[config.mk]
export PLATFORM = sky130hd
export DESIGN_NAME = regfile_mp_flat
export DESIGN_NICKNAME = d
export VERILOG_FILES = /design/src/rtl/regfile_pkg.sv /design/src/rtl/regfile_mp_if.sv /design/src/rtl/regfile_scoreboard.sv /design/src/rtl/regfile_mp.sv /design/src/flat_wrapper.sv
export SDC_FILE = /design/constraint.sdc
export NUM_CORES = 1
export LEC_CHECK = 0
export CORE_MARGIN = 1
export CORE_UTILIZATION = 45
export CTS_BUF_LIST = sky130_fd_sc_hd__clkbuf_8
export DETAILED_ROUTE_END_ITERATION = 16
export GPL_TIMING_DRIVEN = 1
export HOLD_SLACK_MARGIN = 0.15
export PLACE_DENSITY = 0.73
export SLEW_MARGIN = 5
export SYNTH_ARGS = -nofsm -noshare
export SYNTH_HDL_FRONTEND = slang
export SYNTH_SLANG_ARGS = --single-unit
export TNS_END_PERCENT = 5
[constraint.sdc]
create_clock -name clk -period 3.8 [get_ports clk]
set_input_delay 0.76 -clock clk [delete_from_list [all_inputs] [get_ports clk]]
set_output_delay 0.76 -clock clk [all_outputs]
set_load 0.01 [all_outputs]
[src/rtl/regfile_pkg.sv]
// rtl/regfile_pkg.sv - shared constants and types for the multi-port register file
// Contents:
//   DEFAULT_DATA_W / DEFAULT_ADDR_W : default register width and address width
//   ZERO_ADDR                       : index of the hard-wired zero register
//   reg_addr_t / reg_data_t         : default-width address and data types
package regfile_pkg;

  localparam int DEFAULT_DATA_W = 8;
  localparam int DEFAULT_ADDR_W = 3;
  localparam int ZERO_ADDR      = 0;

  typedef logic [DEFAULT_ADDR_W-1:0] reg_addr_t;
  typedef logic [DEFAULT_DATA_W-1:0] reg_data_t;

endpackage

[src/rtl/regfile_mp_if.sv]
// rtl/regfile_mp_if.sv - decoder/ALU side bus of the multi-port register file
// Signals:
//   rd_en, ra_addr, rb_addr            : read request for both ports
//   ra_data, rb_data, rd_valid         : registered read results (latency 1)
//   stall, busy_a, busy_b              : combinational scoreboard status
//   wr_en, wr_addr, wr_data            : write-back from the ALU
//   rsv_en, rsv_addr                   : reservation of a pending write
// Modports: master (decoder/ALU side), slave (register file side)
interface regfile_mp_if
  import regfile_pkg::*;
#(
  parameter int DATA_W = DEFAULT_DATA_W,
  parameter int ADDR_W = DEFAULT_ADDR_W
);

  logic              rd_en;
  logic [ADDR_W-1:0] ra_addr;
  logic [ADDR_W-1:0] rb_addr;
  logic [DATA_W-1:0] ra_data;
  logic [DATA_W-1:0] rb_data;
  logic              rd_valid;
  logic              stall;
  logic              busy_a;
  logic              busy_b;
  logic              wr_en;
  logic [ADDR_W-1:0] wr_addr;
  logic [DATA_W-1:0] wr_data;
  logic              rsv_en;
  logic [ADDR_W-1:0] rsv_addr;

  modport master (
    output rd_en, ra_addr, rb_addr,
    output wr_en, wr_addr, wr_data,
    output rsv_en, rsv_addr,
    input  ra_data, rb_data, rd_valid,
    input  stall, busy_a, busy_b
  );

  modport slave (
    input  rd_en, ra_addr, rb_addr,
    input  wr_en, wr_addr, wr_data,
    input  rsv_en, rsv_addr,
    output ra_data, rb_data, rd_valid,
    output stall, busy_a, busy_b
  );

endinterface

[src/rtl/regfile_scoreboard.sv]
// rtl/regfile_scoreboard.sv - per-register busy bits for pending writes
// Ports:
//   clk, rst                : clock, synchronous active-low reset
//   rd_en_i                 : read request (qualifies stall_o)
//   ra_addr_i, rb_addr_i    : read addresses whose busy bits are reported
//   wr_en_i, wr_addr_i      : write-back, clears the busy bit of wr_addr_i
//   rsv_en_i, rsv_addr_i    : reservation, sets the busy bit of rsv_addr_i
//   busy_a_o, busy_b_o      : busy bits of the read addresses (combinational)
//   stall_o                 : read request blocked this cycle (combinational)
module regfile_scoreboard
  import regfile_pkg::*;
#(
  parameter int ADDR_W   = DEFAULT_ADDR_W,
  parameter bit ZERO_REG = 1'b1
) (
  input  logic              clk,
  input  logic              rst,
  input  logic              rd_en_i,
  input  logic [ADDR_W-1:0] ra_addr_i,
  input  logic [ADDR_W-1:0] rb_addr_i,
  input  logic              wr_en_i,
  input  logic [ADDR_W-1:0] wr_addr_i,
  input  logic              rsv_en_i,
  input  logic [ADDR_W-1:0] rsv_addr_i,
  output logic              busy_a_o,
  output logic              busy_b_o,
  output logic              stall_o
);

  localparam int                NUM_REGS = 2 ** ADDR_W;
  localparam logic [ADDR_W-1:0] ZA       = ADDR_W'(ZERO_ADDR);

  logic [NUM_REGS-1:0] busy_q;
  logic [NUM_REGS-1:0] busy_d;
  logic                wr_ok;
  logic                rsv_ok;

  assign wr_ok  = wr_en_i  && !(ZERO_REG && (wr_addr_i  == ZA));
  assign rsv_ok = rsv_en_i && !(ZERO_REG && (rsv_addr_i == ZA));

  // Release first, then reserve: a same-edge reservation of the address
  // being written leaves the bit set for the next producer.
  always_comb begin
    busy_d = busy_q;
    if (wr_ok) begin
      busy_d[wr_addr_i] = 1'b0;
    end
    if (rsv_ok) begin
      busy_d[rsv_addr_i] = 1'b1;
    end
  end

  always_ff @(posedge clk) begin
    if (!rst) begin
      busy_q <= '0;
    end else begin
      busy_q <= busy_d;
    end
  end

  // A write landing this cycle already satisfies the dependency. Bit 0 is
  // never set when the zero register is enabled, so it always reads clear.
  assign busy_a_o = busy_q[ra_addr_i] & ~(wr_en_i & (wr_addr_i == ra_addr_i));
  assign busy_b_o = busy_q[rb_addr_i] & ~(wr_en_i & (wr_addr_i == rb_addr_i));
  assign stall_o  = rd_en_i & (busy_a_o | busy_b_o);

endmodule

[src/rtl/regfile_mp.sv]
// rtl/regfile_mp.sv - 2-read/1-write register file with busy scoreboard
// Ports:
//   clk  : clock, all state on the rising edge
//   rst  : synchronous active-low reset
//   bus  : regfile_mp_if.slave (read, write-back, reservation, status)
// Build option: REGFILE_BYPASS_EN forwards same-cycle write data to an
//   accepted read of the written address; without it the read sees the
//   old contents.
module regfile_mp
  import regfile_pkg::*;
#(
  parameter int DATA_W   = DEFAULT_DATA_W,
  parameter int ADDR_W   = DEFAULT_ADDR_W,
  parameter bit ZERO_REG = 1'b1
) (
  input  logic        clk,
  input  logic        rst,
  regfile_mp_if.slave bus
);

  localparam int                NUM_REGS = 2 ** ADDR_W;
  localparam logic [ADDR_W-1:0] ZA       = ADDR_W'(ZERO_ADDR);

  logic [DATA_W-1:0] mem_q [NUM_REGS];
  logic [DATA_W-1:0] ra_q;
  logic [DATA_W-1:0] ra_d;
  logic [DATA_W-1:0] rb_q;
  logic [DATA_W-1:0] rb_d;
  logic              rd_valid_q;
  logic              rd_valid_d;
  logic              stall;
  logic              accept;
  logic              wr_ok;
  logic              ra_hit;
  logic              rb_hit;

  regfile_scoreboard #(
    .ADDR_W   (ADDR_W),
    .ZERO_REG (ZERO_REG)
  ) u_scoreboard (
    .clk        (clk),
    .rst        (rst),
    .rd_en_i    (bus.rd_en),
    .ra_addr_i  (bus.ra_addr),
    .rb_addr_i  (bus.rb_addr),
    .wr_en_i    (bus.wr_en),
    .wr_addr_i  (bus.wr_addr),
    .rsv_en_i   (bus.rsv_en),
    .rsv_addr_i (bus.rsv_addr),
    .busy_a_o   (bus.busy_a),
    .busy_b_o   (bus.busy_b),
    .stall_o    (stall)
  );

  assign bus.stall = stall;
  assign accept    = bus.rd_en & ~stall;
  assign wr_ok     = bus.wr_en && !(ZERO_REG && (bus.wr_addr == ZA));

`ifdef REGFILE_BYPASS_EN
  assign ra_hit = wr_ok & (bus.wr_addr == bus.ra_addr);
  assign rb_hit = wr_ok & (bus.wr_addr == bus.rb_addr);
`else
  assign ra_hit = 1'b0;
  assign rb_hit = 1'b0;
`endif

  // Unaccepted reads hold the previous operands; only rd_valid drops.
  always_comb begin
    ra_d       = ra_q;
    rb_d       = rb_q;
    rd_valid_d = 1'b0;
    if (accept) begin
      ra_d       = ra_hit ? bus.wr_data : mem_q[bus.ra_addr];
      rb_d       = rb_hit ? bus.wr_data : mem_q[bus.rb_addr];
      rd_valid_d = 1'b1;
      if (ZERO_REG && (bus.ra_addr == ZA)) begin
        ra_d = '0;
      end
      if (ZERO_REG && (bus.rb_addr == ZA)) begin
        rb_d = '0;
      end
    end
  end

  always_ff @(posedge clk) begin
    if (!rst) begin
      for (int i = 0; i < NUM_REGS; i++) begin
        mem_q[i] <= '0;
      end
      ra_q       <= '0;
      rb_q       <= '0;
      rd_valid_q <= 1'b0;
    end else begin
      if (wr_ok) begin
        mem_q[bus.wr_addr] <= bus.wr_data;
      end
      ra_q       <= ra_d;
      rb_q       <= rb_d;
      rd_valid_q <= rd_valid_d;
    end
  end

  assign bus.ra_data  = ra_q;
  assign bus.rb_data  = rb_q;
  assign bus.rd_valid = rd_valid_q;

endmodule

[src/flat_wrapper.sv]
// flat-port wrapper written by rule: the top's interface ports become plain ports
module regfile_mp_flat import regfile_pkg::*;
#(
  parameter int DATA_W   = DEFAULT_DATA_W,
  parameter int ADDR_W   = DEFAULT_ADDR_W,
  parameter bit ZERO_REG = 1'b1
)
  (clk, rst, bus_rd_en, bus_ra_addr, bus_rb_addr, bus_wr_en, bus_wr_addr, bus_wr_data, bus_rsv_en, bus_rsv_addr, bus_ra_data, bus_rb_data, bus_rd_valid, bus_stall, bus_busy_a, bus_busy_b);
  regfile_mp_if #(.DATA_W(DATA_W), .ADDR_W(ADDR_W)) bus_i ();
  input  logic clk;
  input  logic rst;
  input wire logic [$bits(bus_i.rd_en)-1:0] bus_rd_en;
  input wire logic [$bits(bus_i.ra_addr)-1:0] bus_ra_addr;
  input wire logic [$bits(bus_i.rb_addr)-1:0] bus_rb_addr;
  input wire logic [$bits(bus_i.wr_en)-1:0] bus_wr_en;
  input wire logic [$bits(bus_i.wr_addr)-1:0] bus_wr_addr;
  input wire logic [$bits(bus_i.wr_data)-1:0] bus_wr_data;
  input wire logic [$bits(bus_i.rsv_en)-1:0] bus_rsv_en;
  input wire logic [$bits(bus_i.rsv_addr)-1:0] bus_rsv_addr;
  output wire logic [$bits(bus_i.ra_data)-1:0] bus_ra_data;
  output wire logic [$bits(bus_i.rb_data)-1:0] bus_rb_data;
  output wire logic [$bits(bus_i.rd_valid)-1:0] bus_rd_valid;
  output wire logic [$bits(bus_i.stall)-1:0] bus_stall;
  output wire logic [$bits(bus_i.busy_a)-1:0] bus_busy_a;
  output wire logic [$bits(bus_i.busy_b)-1:0] bus_busy_b;
  assign bus_i.rd_en = bus_rd_en;
  assign bus_i.ra_addr = bus_ra_addr;
  assign bus_i.rb_addr = bus_rb_addr;
  assign bus_i.wr_en = bus_wr_en;
  assign bus_i.wr_addr = bus_wr_addr;
  assign bus_i.wr_data = bus_wr_data;
  assign bus_i.rsv_en = bus_rsv_en;
  assign bus_i.rsv_addr = bus_rsv_addr;
  assign bus_ra_data = bus_i.ra_data;
  assign bus_rb_data = bus_i.rb_data;
  assign bus_rd_valid = bus_i.rd_valid;
  assign bus_stall = bus_i.stall;
  assign bus_busy_a = bus_i.busy_a;
  assign bus_busy_b = bus_i.busy_b;
  regfile_mp #(.DATA_W(DATA_W), .ADDR_W(ADDR_W), .ZERO_REG(ZERO_REG)) u_core (.clk(clk), .rst(rst), .bus(bus_i));
endmodule
==> flow_summary.toml <==
[final_layout]
antenna_cells = 0
nets = 420
area_delta_synth_final_pct = 18.7
layout_commonest_cell = "and2_1"
mostFrequentLayoutCells = "and2_1 (57), edfxtp_1 (56), clkdlybuf4s50_1 (44), nand2_1 (30), dfxtp_1 (25)"
fin_util_pct = 55.1
final_area_sq_mm = 0.00509
stdcell_count = 529
final_layout_size_suffix_gt1_share_pct = 17.5

[clock_tree]
clk_pin_slew_worst_paths_ns = 0.08
cts_hold_buf = 0
root_buffer = "clkbuf_8"
postCtsSetupBuffers = 0
cts_resized = 0
clock_latency_ns = 0.35
clockBufferDepth = 2
cts.sinks = 81
cts_tree = "done"
cts-buffers-inserted = 9
h-tree-depth = 3

[run_status]
status = "complete, no violations"

[critical_path]
r2r_cells = 5
crit_path_start_kind = "primary input"
cp-end-kind = "output port"
arrival_ns = 2.72
reg2reg_from = "u_core.u_scoreboard.busy_q[7]"
required_ns = 3.04
worstPathMaxFanout = 8
setup.worst_path.class = "primary input to output port"
reg2reg_to = "u_core.bus.rb_data[1]"
ff2ff_setup_slack_ns = 1.70

[yosys]
syn_nets = 370
synthDistinctLibCells = 42
synth_edf_count = 56
synth_simple_gate_area_share_pct = 15.8
yosys_warnings = 0
synth_top_area_share_pct = 39.2
synth-adder-area-share_pct = 0
seq_area_frac_synth_pct = 50.9
synth_compound_area_share_pct = 9.05
synthTopCellsByArea = "edfxtp_1 (39%), dfxtp_1 (12%), and2_1 (8.3%)"
synth_top_family_by_area = "multiplexers"
synthArstFlopShare_pct = 0
netlist_area_sq_mm = 0.00429
synth_top_cell_by_area = "edfxtp_1"
synth.area.mux_share_pct = 17.7
synth_xor_area_share_pct = 1.23
ys_ff_latch = 81
ys.flop_type = "edfxtp_1"
avgSynthCellArea_sq_um = 12.4
syn_inst = 345

[sta]
clock-skew-final_ns = 0.00605
slew_headroom_pct = 31.4
worst_pin_slew_ns = 1.03
period_needed_ns = 3.48
finalMaxSlewViolations = 0
post-route-period-util_pct = 91.5
setup_viol = 0
finalHoldViolations = 0
max_freq_mhz = 288
rsz0062_at_grt = "no"
setup_tns_ns = 0

[floorplan]
ios = 45
start_util_pct = 46.4
core_area_sq_mm = 0.00924
dieArea_sq_mm = 0.00992
die_h_um = 99.6
rows = 35
fp.dieW_um = 99.6

[hold_path]
min_to = "u_core.bus.rb_data[4]"
hold_depth = 2
min_path_type = "flop to flop"
hp-start = "u_core.bus.rb_data[4]"

[place]
gp_congestion = 0.830
io_buffers = 44
dpl.cell_count = 513
place_hpwl_mm = 7.18
place_area_sq_mm = 0.00484

[power_and_ir_drop]
ir_drop_uv = 313
leakagePower_nw = 1.85
total_power_w = 0.00210
power_density_mw_per_mm2 = 414

[detailed_routing]
dr.first_iter.drc_count = 186
routed_wl_mm = 10.3
routedWlPerCell_um = 19.5
drc = 0
avgViaCountPerCell = 5.69
drt-pass1-iter-count = 5
antenna_left = 0
vias = 3008

[global_routing]
grt_pass1_wl_mm = 16.1
antenna_found_initial = 0
grt_max_degree = 35
grt_use_total_pct = 22.3
gr-total-overflow = 0
grt_pass1_vias = 3028

[flow_run]
max_cap_violations = 0
==> cells in the mapped netlist, drive strengths merged (9+ instances only) <==
cell type / n
edfxtp: 56
a221o: 14
mux2i: 19
clkbuf: 10
nand2: 30
mux2: 17
mux4: 16
inv: 9
o211ai: 9
dfxtp: 25
nor2: 9
and2: 57
buf: 12
==> critical path: stages <==
cell             delay, ns
clkdlybuf4s50_1       0.67
mux2_4                0.33
a2bb2oi_1             0.14
and4_4                0.18
o21a_1                0.16
clkdlybuf4s50_1       0.47
==> worst max-delay path by stage <==
stage                              start        end  slack [ns]
final                     bus_rb_addr[1]  bus_stall        0.32
after global routing      bus_ra_addr[1]  bus_stall        0.24
after CTS                 bus_rb_addr[1]  bus_stall        0.33
after detailed placement  bus_rb_addr[1]  bus_stall        0.33
after global placement    bus_rb_addr[1]  bus_stall        0.34
after floorplan           bus_ra_addr[1]  bus_stall        1.33
==> metrics by stage <==
step	hold WS (ns)	worst slack [ns]
after global routing	0.482	0.237
after global placement	0.447	0.345
after CTS	0.464	0.326
after detailed placement	0.452	0.333
after floorplan	0.445	1.33
final	0.458	0.325
==> final cells by class <==
class / instances / area (sq um)
Clock buffer: 10 / 138
Clock inverter: 6 / 106
Fill cell: 780 / 4150
Inverter: 10 / 37.5
Multi-Input combinational cell: 230 / 1880
Sequential cell: 81 / 2180
Tap cell: 129 / 161
Timing Repair Buffer: 63 / 583
==> where the power goes <==
| group | switching [W] | internal, W |
|---|---|---|
| combinational | 0.000152 | 0.000166 |
| sequential | 0.0000288 | 0.00100 |
| clock | 0.000307 | 0.000451 |
| total | 0.000488 | 0.00162 |
==> logic make-up (layout without fill, tap and decap cells) <==
logic type,count (synthesis),in the layout
AO/OA/AOI/OAI,48,48
XOR/XNOR,6,6
buffers and inverters,34,89
flip-flops,81,81
multiplexers,52,52
AND/OR/NAND/NOR,124,124
==> flip-flops by register name, indices dropped and copies added (netlist names) <==
| name | count |
|---|---|
| u_core.bus.rb_data | 8 |
| u_core.mem_q | 56 |
| u_core.u_scoreboard.busy_q | 8 |
| u_core.bus.ra_data | 8 |
| u_core.bus.rd_valid | 1 |
==> metal layers <==
layer  global-route usage, %  vias to the layer above  share of wire [%]
met5                       0                        -                  0
met4                    10.1                        0                2.8
met3                    4.92                       23                8.2
met2                    36.7                      139                 48
met1                    28.2                     1467                 41
li1                        -                     1379                  -
(Power assumes the default switching activity.)
